## config.mk

```make
export PLATFORM = sky130hd
export DESIGN_NAME = access_enable_packer
export DESIGN_NICKNAME = d
export VERILOG_FILES = /design/src/rtl/access_enable_packer.sv
export SDC_FILE = /design/constraint.sdc
export NUM_CORES = 1
export LEC_CHECK = 0
export BUFFER_PORTS_ARGS = -buffer_cell sky130_fd_sc_hd__buf_2
export CAP_MARGIN = 20
export CORE_MARGIN = 4
export CORE_UTILIZATION = 34
export CTS_BUF_LIST = sky130_fd_sc_hd__clkbuf_4
export DETAILED_ROUTE_END_ITERATION = 16
export GPL_ROUTABILITY_DRIVEN = 1
export SYNTH_ARGS = -nofsm -noshare
export SYNTH_HDL_FRONTEND = slang
export SYNTH_SLANG_ARGS = --single-unit
```

## constraint.sdc

```tcl
create_clock -name clock -period 2 [get_ports clock]
set_clock_uncertainty 0.15 [all_clocks]
set_input_delay 0.3 -clock clock [delete_from_list [all_inputs] [get_ports clock]]
set_output_delay 0.3 -clock clock [all_outputs]
set_load 0.02 [all_outputs]
```

## src/rtl/access_enable_packer.sv

```systemverilog
// access_enable_packer: packs RATIO consecutive WIDTH-bit words from an upstream
// FIFO read port into one WIDTH*RATIO-bit word on a downstream FIFO write port.
// A flush request emits a partially filled word, zero-padded in the high slots.
// Ports:
//   clock, reset             - single clock, synchronous active-high reset
//   upstream_empty/_read_data/_read_enable      - upstream FIFO read side
//   flush                    - single-cycle request to emit a partial word
//   downstream_full/_write_enable/_write_data/_write_count - downstream FIFO write side
//   idle                     - accumulator empty, no flush pending, output register empty
module access_enable_packer #(
    parameter int unsigned WIDTH = 8,
    parameter int unsigned RATIO = 4
) (
    input  logic                         clock,
    input  logic                         reset,
    input  logic                         upstream_empty,
    input  logic [WIDTH-1:0]             upstream_read_data,
    output logic                         upstream_read_enable,
    input  logic                         flush,
    input  logic                         downstream_full,
    output logic                         downstream_write_enable,
    output logic [WIDTH*RATIO-1:0]       downstream_write_data,
    output logic [$clog2(RATIO+1)-1:0]   downstream_write_count,
    output logic                         idle
);

    localparam int unsigned CW    = $clog2(RATIO + 1);
    localparam int unsigned NSLOT = RATIO - 1;
    localparam int unsigned OW    = WIDTH * RATIO;

    logic [WIDTH-1:0] slot_q [NSLOT];
    logic [WIDTH-1:0] slot_d [NSLOT];
    logic [CW-1:0]    fill_q, fill_d;
    logic             flush_pending_q, flush_pending_d;
    logic             out_valid_q, out_valid_d;
    logic [OW-1:0]    out_data_q, out_data_d;
    logic [CW-1:0]    out_count_q, out_count_d;

    logic          out_free;
    logic          acc_last;
    logic          emit_partial;
    logic          rd_en;
    logic          wr_en;
    logic          load_full;
    logic [OW-1:0] full_data;
    logic [OW-1:0] partial_data;

    // Handshake decode; both enables are forced low while reset is asserted.
    always_comb begin
        out_free     = !out_valid_q || !downstream_full;
        acc_last     = (fill_q == CW'(NSLOT));
        emit_partial = out_free && (flush_pending_q || (flush && (fill_q != '0)));
        rd_en        = !reset && !upstream_empty && !flush && !flush_pending_q
                       && (!acc_last || out_free);
        wr_en        = !reset && out_valid_q && !downstream_full;
        load_full    = rd_en && acc_last;
    end

    // Candidate output words: full word takes the incoming word as its top slot,
    // partial word keeps only the filled slots and zeros the rest.
    always_comb begin
        full_data    = '0;
        partial_data = '0;
        for (int i = 0; i < int'(NSLOT); i++) begin
            full_data[i*WIDTH +: WIDTH] = slot_q[i];
            if (CW'(i) < fill_q) begin
                partial_data[i*WIDTH +: WIDTH] = slot_q[i];
            end
        end
        full_data[NSLOT*WIDTH +: WIDTH] = upstream_read_data;
    end

    // Next-state logic. Reads and partial emission are mutually exclusive because
    // a read requires no flush request and no pending flush.
    always_comb begin
        slot_d          = slot_q;
        fill_d          = fill_q;
        flush_pending_d = flush_pending_q;
        out_valid_d     = out_valid_q;
        out_data_d      = out_data_q;
        out_count_d     = out_count_q;

        if (wr_en) begin
            out_valid_d = 1'b0;
        end

        if (load_full) begin
            out_data_d  = full_data;
            out_count_d = CW'(RATIO);
            out_valid_d = 1'b1;
            fill_d      = '0;
        end else if (rd_en) begin
            for (int i = 0; i < int'(NSLOT); i++) begin
                if (CW'(i) == fill_q) begin
                    slot_d[i] = upstream_read_data;
                end
            end
            fill_d = fill_q + CW'(1);
        end else if (emit_partial) begin
            out_data_d      = partial_data;
            out_count_d     = fill_q;
            out_valid_d     = 1'b1;
            fill_d          = '0;
            flush_pending_d = 1'b0;
        end else if (flush && (fill_q != '0)) begin
            // Output register busy: hold the partial word until it frees up.
            flush_pending_d = 1'b1;
        end
    end

    // State registers.
    always_ff @(posedge clock) begin
        if (reset) begin
            slot_q          <= '{default: '0};
            fill_q          <= '0;
            flush_pending_q <= 1'b0;
            out_valid_q     <= 1'b0;
            out_data_q      <= '0;
            out_count_q     <= '0;
        end else begin
            slot_q          <= slot_d;
            fill_q          <= fill_d;
            flush_pending_q <= flush_pending_d;
            out_valid_q     <= out_valid_d;
            out_data_q      <= out_data_d;
            out_count_q     <= out_count_d;
        end
    end

    assign upstream_read_enable    = rd_en;
    assign downstream_write_enable = wr_en;
    assign downstream_write_data   = out_data_q;
    assign downstream_write_count  = out_count_q;
    assign idle                    = (fill_q == '0) && !flush_pending_q && !out_valid_q;

endmodule

```

# After elaboration in Yosys (flattened, before gate mapping)
# Index checks and enable logic that the tools add are counted.
[totals]
ff_bits = 64
word_cells = 69
inputBits = 13
[op_classes]
magnitude_cmp = 3
mux = 17
n_addsub = 1
n_eq_ne = 4
reduce_logical = 33
bitwise_logic = 2
[ops]
columns = ["cell", "n"]
rows = [
  ["2-to-1 mux 32 bit", 3],
  ["2-to-1 mux 8 bit", 3],
  ["2-to-1 mux 3 bit", 5],
  ["AND reduction 3 bit", 4],
  ["logical AND 1 bit", 11],
  ["zero test 1 bit", 7],
  ["< comparator 1 x 3 -> 1 bit (first input constant)", 2],
  ["2-to-1 mux 1 bit", 6],
  ["nonzero test 2 bit", 3],
  ["AND reduction 2 bit", 2],
  ["adder 3 x 1 -> 3 bit (second input constant)", 1],
  ["equality test 1 x 3 -> 1 bit (first input constant)", 1],
  ["equality test 2 x 3 -> 1 bit (first input constant)", 1],
  ["equality test 3 x 2 -> 1 bit (second input constant)", 1],
  ["zero test 3 bit", 1],
  ["logical OR 1 bit", 3],
  ["< comparator 2 x 3 -> 1 bit (first input constant)", 1],
  ["nonzero test 3 bit", 1],
  ["inequality test 2 x 1 -> 1 bit (second input constant)", 1],
  ["inverter 1 bit", 2],
  ["OR reduction 2 bit", 1],
]

# Logic depth before layout (Yosys ltp)
# Gate-level depths: netlist of run 1.
[depth]
depth_word = 8
ltp_mapped = 8
mapped_depth_nobuf = 6

# Least setup slack after synthesis of run 1
# OpenSTA, ideal clock, no wires.
[synth_timing]
path_type = "flip-flop to flip-flop"
startpoint = "reg fill_q[0]"
endpoint = "reg fill_q[0]"
path_slack_ns = 0.037
stages_incl_launch_ff = 7
t_arrival_ns = 1.739
setup_ns = 0.074
period_less_slack_ns = 1.963
cell_sequence = "dfxtp_1 -> inv_1 -> ha_1 -> or3b_2 -> nand2_4 -> or4b_1 -> o21ai_0"
[synth_via]
elab_chain_cells = 6
word_cells_on_any_way = 13
cone_classes = "add/sub (1); eq/ne (1); mux (1); reduce/logical (10)"
[synth_rtl]
columns = ["item", "line", "source"]
rows = [
  ["from (decl)", "33", "logic [CW-1:0] fill_q, fill_d;"],
  ["from (signal assigned)", "122", "fill_q <= fill_d;"],
  ["equality test 3 x 2 -> 1 bit", "51", "acc_last = (fill_q == CW'(NSLOT));"],
  ["zero test 1 bit", "54", "&& (!acc_last || out_free);"],
  ["logical OR 1 bit", "54", ""],
  ["logical AND 1 bit", "54", ""],
  ["logical AND 1 bit", "56", "load_full = rd_en && acc_last;"],
  ["OR reduction 2 bit (no line)", "n/a", ""],
]
# Parallel ways exist; a longest one is shown, timed or not.
# A chain may end at the register's enable or synchronous reset.

# Final worst setup path of run 1
[layout_timing]
startpoint = "reg flush_pending_q"
endpoint = "out upstream_read_enable"
[layout_via]
elab_chain_cells = 3
[layout_rtl]
columns = ["item", "line", "source"]
rows = [
  ["from (decl)", "34", "logic flush_pending_q, flush_pending_d;"],
  ["from (signal assigned)", "123", "flush_pending_q <= flush_pending_d;"],
  ["zero test 1 bit", "53", "rd_en = !reset && !upstream_empty && !flush && !flush_pending_q"],
  ["logical AND 1 bit", "53", ""],
  ["logical AND 1 bit", "54", ""],
  ["to (decl)", "18", "output logic upstream_read_enable,"],
]
# Every way passes these cells.

==> impl_results.md, run 1 <==
- Asr flop ratio synth: 0%
- Fmax: approximately 490 MHz
- Placed Cells: 430
- Yosys reg bits: between 60 and 70
- Share of post-route cells with drive strength above 1: around 32%
- Status: finished with violations
- Number of clock sinks: 64
- Rows: 32
- Leakage: 1.34 nW
- Gpl congestion: 0.817
- Total number of vias: between 2000 and 2500
- Syn_area_per_cell: 9.78 um^2
- Clk buf depth: 2
- Root Buffer Master: clkbuf_4
- Synthesized net count: 302
- PD cells: a little under 700 nW/um^2
- Vias per cell: roughly 5
- CP Data Arrival Time: roughly 1600 ps
- Non-filler cells, final: roughly 460
- Worst Path Required: between 1500 and 2000 ps
- Initial DRC Count: approximately 110
- Final setup viols: 1
- Synth top area share: between 40% and 50%
- ANT nets after route: 0
- Total gr overflow: 0
- Slew of the pin with the lowest slew margin: 396 ps
- CTS clk-pin slew, worst paths: 90 ps
- Wl on met1: around 3.1 mm
- DIE HEIGHT: approximately 99 um
- Synthesis warning total: 0
- Cell area after synthesis: around 2800 um^2
- Number of synthesized flops with an enable pin: 0
- Synth area leaders: dfxtp_1 (46%), nand2b_1 (9.2%), mux2i_1 (8.3%), a21bo_2 (5.7%), a21oi_1 (4.8%)
- Layout Utilization: roughly 45%
- PnR worst setup slack: -27.4 ps
- Syn-to-layout area delta: 26.8%
- Final-report hold violation count: 0
- Post-Syn Instances: 285
- Met3 wire length: about 400 um
- Count leader, synth: dfxtp_1
- TritonRoute pass-1 iters: 4
- Startpoint type of the worst setup path: register
- Clock buffer count from CTS: 9
- H-tree depth: 3
- Diode count: 0
- Number of max-cap violations: 0
- CP Max Fanout: 2
- Cell variety after synth: 36
- Design Power: between 2 and 2.5 mW
- Most frequent cells after synthesis: dfxtp_1 (64), nand2b_1 (41), a21oi_1 (27), nand3_1 (27), mux2i_1 (23)
- Initial antenna violation count: 0
- Core box area: 7850 um^2
- Unrepaired setup endpoints after global routing: true
- Crit Path Category: register to primary output
- Total Routing Usage GR: about 14%
- Top cell type by total area after synthesis: dfxtp_1
- DR WL met2: ~3.1 mm
- Worst-skew pair later-pin latency: 400 ps
- I/O Buffers: 50
- Peak VDD IR: approximately 0.00034 V
- TritonCTS clock tree: done
- Setup crit end kind: primary output
- Minimum clock period: slightly above 2000 ps
- Worst slew margin: roughly three quarters
- Register area share after synthesis: 46.0%
- Final worst path period share: 101%
- Max-slew violations: 0
- Vias in the first global route: approximately 2200
- Max layer used: met4
- Nets: roughly 370
- Most used DFF post-synth: dfxtp_1
- Die area: 9710 um^2
- Wire length per cell: 14.7 um
- Largest net degree at the start of global routing: 41
- HPWL after detailed placement: ~4.5 mm
- Die W: just under 100 um
- Worst hold-check path type: input pin to register
- Io pins: around 50
- Routed Wire Length: approximately 6.7 mm
- Initial core utilization: 35.5%
- Drt drc: 0
- First-pass GRT wire length: 11.0 mm
- Failing checks: setup timing
==> critical path: stages, from the launching register on <==
cell and delay [ps]:
dfxtp_4 350, or4_4 500, a31oi_4 190, buf_6 140
==> cell type report <==
class                      count  area, um^2
timing repair buffer          76         509
fill                         805        4320
tap                          102         128
multi-input combinational    196        1450
inverter                       3        11.3
clock inverter                 4        70.1
sequential                    64        1290
clock buffer                  11        82.6
==> routing by layer <==
layer	GRT usage, %	vias to the layer above
li1	-	1145
met1	18.2	1094
met2	22.1	50
met3	5.17	7
met4	4.10	0
met5	0	-
==> path summary, 6_finish.rpt <==
path	startpoint	to	slack [ps]	depth (start not counted)
worst max-delay path	flush_pending_q	upstream_read_enable	-30	3
worst min-delay path	downstream_full	flush_pending_q	50	2
worst max register to register	fill_q[0]	fill_q[0]	90	7
worst min register to register	downstream_write_data[8]	downstream_write_data[8]	320	2
==> placed cells by master, fill, tap and decap left out, types with 2 or more instances in the layout <==
cell / count
a21oi_1: 27
buf_2: 49
or3_1: 2
a21bo_2: 16
nand2_1: 12
mux2i_1: 23
o221ai_1: 8
dlygate4sd3_1: 8
dfxtp_1: 62
nor3_1: 2
nor4_4: 2
nor3_2: 2
nand3b_1: 2
inv_1: 3
nand3_1: 26
buf_4: 15
nand4b_1: 8
clkinv_2: 2
buf_12: 3
nand2b_1: 41
clkbuf_4: 11
ha_1: 3
o21ai_0: 3
bufinv_16: 2
nor3b_1: 2
==> state kept, by name (all words and copies together) (netlist names) <==
register	flops
flush_pending_q	1
full_data	24
downstream_write_data	32
out_valid_q	1
fill_q	3
downstream_write_count	3
==> per-stage QoR <==
stage | hold slack (ps) | instance area [um^2] | setup TNS, ps | worst slack [ps]
after CTS | 25.2 | 3510 | -60.6 | -60.6
after global placement | 302 | 3230 | 0 | 112
after global routing | 20.7 | 3530 | -105 | -94.0
after detailed placement | 306 | 3230 | 0 | 74.0
after floorplan | 259 | 2790 | 0 | 36.7
final | 54.1 | 3530 | -27.4 | -27.4
==> power breakdown <==
part           internal, mW  switching, mW  total, mW  leakage (nW)
combinational        0.0836          0.111      0.194         0.737
clock                 0.525          0.445      0.971        0.0867
sequential             1.29        0.00771       1.29         0.517
==> logic make-up (layout without fill, tap and decap cells) <==
kind of cell,Yosys count,count (layout),share of synthesized area [%]
flops,64,64,46.0
compound gates,61,61,15.7
mux,23,23,8.26
simple gates,108,108,24.5
buf+inv,25,94,3.77
fa+ha+maj,4,4,1.80
==> timing repair <==
item / CTS / global route
pin swaps: 1 / 2
setup buffers: 3 / 0
endpoints found under the setup margin: 1 / 21
endpoints found under the hold margin: 9 / 0
hold buffers: 8 / 0
resized for setup: 8 / 5
Note: power is estimated with default switching activity, not from simulation.
==> run 2: changes to the inputs <==
CORE_UTILIZATION = 52   (was 34)
PLACE_DENSITY = 0.78   (was not set)
==> run 2 against run 1 <==
Against the previous run: the flow still finishes with violations (setup timing); final area down 1.2%; largest cell class unchanged; combinational power increased by 3%; power is 0.39% higher; global-route usage up 7.8 points.
==> impl_results.md, run 2 (synthesis results as in run 1) <==
- Startpoint type of the worst setup path: register
- CP bufs+invs: 1
- TritonCTS clock tree: done
- Final setup viols: 1
- Layout Utilization: between 60 and 70%
- Total number of vias: between 2000 and 2500
- Clk buf depth: 2
- DIE HEIGHT: 81.2 um
- Combinational power share: slightly above 8%
- Switching share of total power: between 20% and 30%
- Internal: about 1.9 mW
- Clock buffer count from CTS: 9
- Cell breakdown of the critical path: or4_4, a31oi_4, buf_6
- Leakage: between 1 and 1.5 nW
- Clock power share: between 30% and 40%
- Non-filler cells, final: 427
- Setup crit end kind: primary output
- Net switching power: 0.601 mW
- Vias per cell: 5.56
- Max-slew violations: 0
- Peak VDD IR: 0.000469 V
- Rows: 26
- Worst hold-check path type: input pin to register
- Syn-to-layout area delta: 25.2%
- Failing checks: setup timing
- CP Data Arrival Time: between 1500 and 2000 ps
- Worst Path Required: roughly 1600 ps
- Worst-skew pair later-pin latency: 420 ps
- Number of max-cap violations: 0
- Most common library cell in the layout ignoring fill and taps: dfxtp_1
- Io pins: 51
- Design Power: 2.47 mW
- HPWL after detailed placement: around 4.2 mm
- Gpl congestion: about 0.83
- CP Max Fanout: 2
- Worst slew margin: between 50 and 60%
- Final worst path period share: 105%
- Total gr overflow: 0
- Design area: between 3000 and 4000 um^2
- # fillers: between 400 and 500
- Die W: roughly 81 um
- Core box area: 5140 um^2
- Total Routing Usage GR: ~22%
- First-pass GRT wire length: around 11 mm
- Pre-CTS setup slack: roughly 62 ps
- Crit-path leading delay family: simple AND/OR/NAND/NOR gates
- Unrepaired setup endpoints after global routing: true
- Diode count: 0
- Slew of the pin with the lowest slew margin: roughly 630 ps
- Number of clock sinks: 64
- Routed Wire Length: about 7 mm
- I/O Buffers: 50
- Minimum clock period: ~2100 ps
- Worst r2r path cells: 6
- Stages on worst setup path: 3
- Wire length per cell: ~16 um
- Die area: 6590 um^2
- Crit-path max cell delay: between 500 and 600 ps
- Most frequent cells in the layout: dfxtp_1 (61), buf_2 (49), nand2b_1 (41)
- Vias in the first global route: 2290
- Drt drc: 0
- TritonRoute pass-1 iters: 4
- H-tree depth: 3
- Fmax: approximately 480 MHz
- Final-report hold violation count: 0
- Slowest library cell on the worst path: or4_4
- CTS clk-pin slew, worst paths: around 110 ps
- Worst hold stages: 3
- Placed Instance Area: 3150 um^2
- Max reg flops: 32
- Crit Path Category: register to primary output
- Largest net degree at the start of global routing: 74
- Nets: 369
- Initial core utilization: 54.2%
- Placed Cells: roughly 400
- Initial DRC Count: between 100 and 150
- Initial antenna violation count: 0
- Root Buffer Master: clkbuf_4
- Flop pwr share: between 50% and 60%
- Status: finished with violations
- PnR worst setup slack: -98.3 ps
- ANT nets after route: 0
- PD cells: just over 700 nW/um^2
- Share of post-route cells with drive strength above 1: between 30 and 40%
==> run 2: what timing repair did <==
item                       4_1_cts  5_1_grt
hold endpoints to repair         9        0
hold buffers                     7        0
setup endpoints to repair        2       39
resized for setup                8        8
pin swaps                        1        1
buffers inserted                 3        4
==> run 2: cell type report <==
type	count	area (um^2)	share of cell area [%]
clock buffers	9	67.6	1.94
repair buffers	78	500	14.3
clock inverters	7	86.3	2.47
well taps	70	87.6	2.51
inverters	3	11.3	0.323
multi-input cells	196	1450	41.5
flip-flops and latches	64	1290	36.9
==> run 2: worst paths after layout <==
| kind | slack (ps) | endpoint | startpoint |
|---|---|---|---|
| max | -100 | upstream_read_enable | flush_pending_q |
| min | 30 | downstream_write_data[29] | upstream_read_data[5] |
| max reg2reg | 50 | full_data[19] | flush_pending_q |
| min reg2reg | 320 | downstream_write_data[31] | downstream_write_data[31] |
==> run 2: per-stage QoR <==
| step | hold slack (ps) | setup TNS [ps] |
|---|---|---|
| 3_3_place_gp | 300 | 0 |
| 4_1_cts | 7.89 | -86.5 |
| 3_5_place_dp | 307 | 0 |
| 5_1_grt | 24.9 | -291 |
| 2_1_floorplan | 259 | 0 |
| 6_report | 27.7 | -98.3 |
==> run 2: worst min-delay path, stage by stage <==
cell	delay (ps)
buf_2	110
nand2_1	80
a21oi_1	60
==> run 2: power by group through the flow <==
stage / Clock (mW) / Combinational (mW) / Sequential (mW)
3_5_place_dp: 0 / 0.168 / 1.32
6_report: 0.973 / 0.200 / 1.29
5_1_grt: 1.04 / 0.215 / 1.30
2_1_floorplan: 0 / 0.106 / 1.32
3_3_place_gp: 0 / 0.167 / 1.32
4_1_cts: 0.987 / 0.188 / 1.29
==> run 2: metal layers <==
layer,track usage [%],wire [um],up-vias
li1,-,-,1155
met1,27.7,3030,1137
met2,35.1,3350,65
met3,3.55,278,19
met4,13.0,200,0
met5,0,0,-
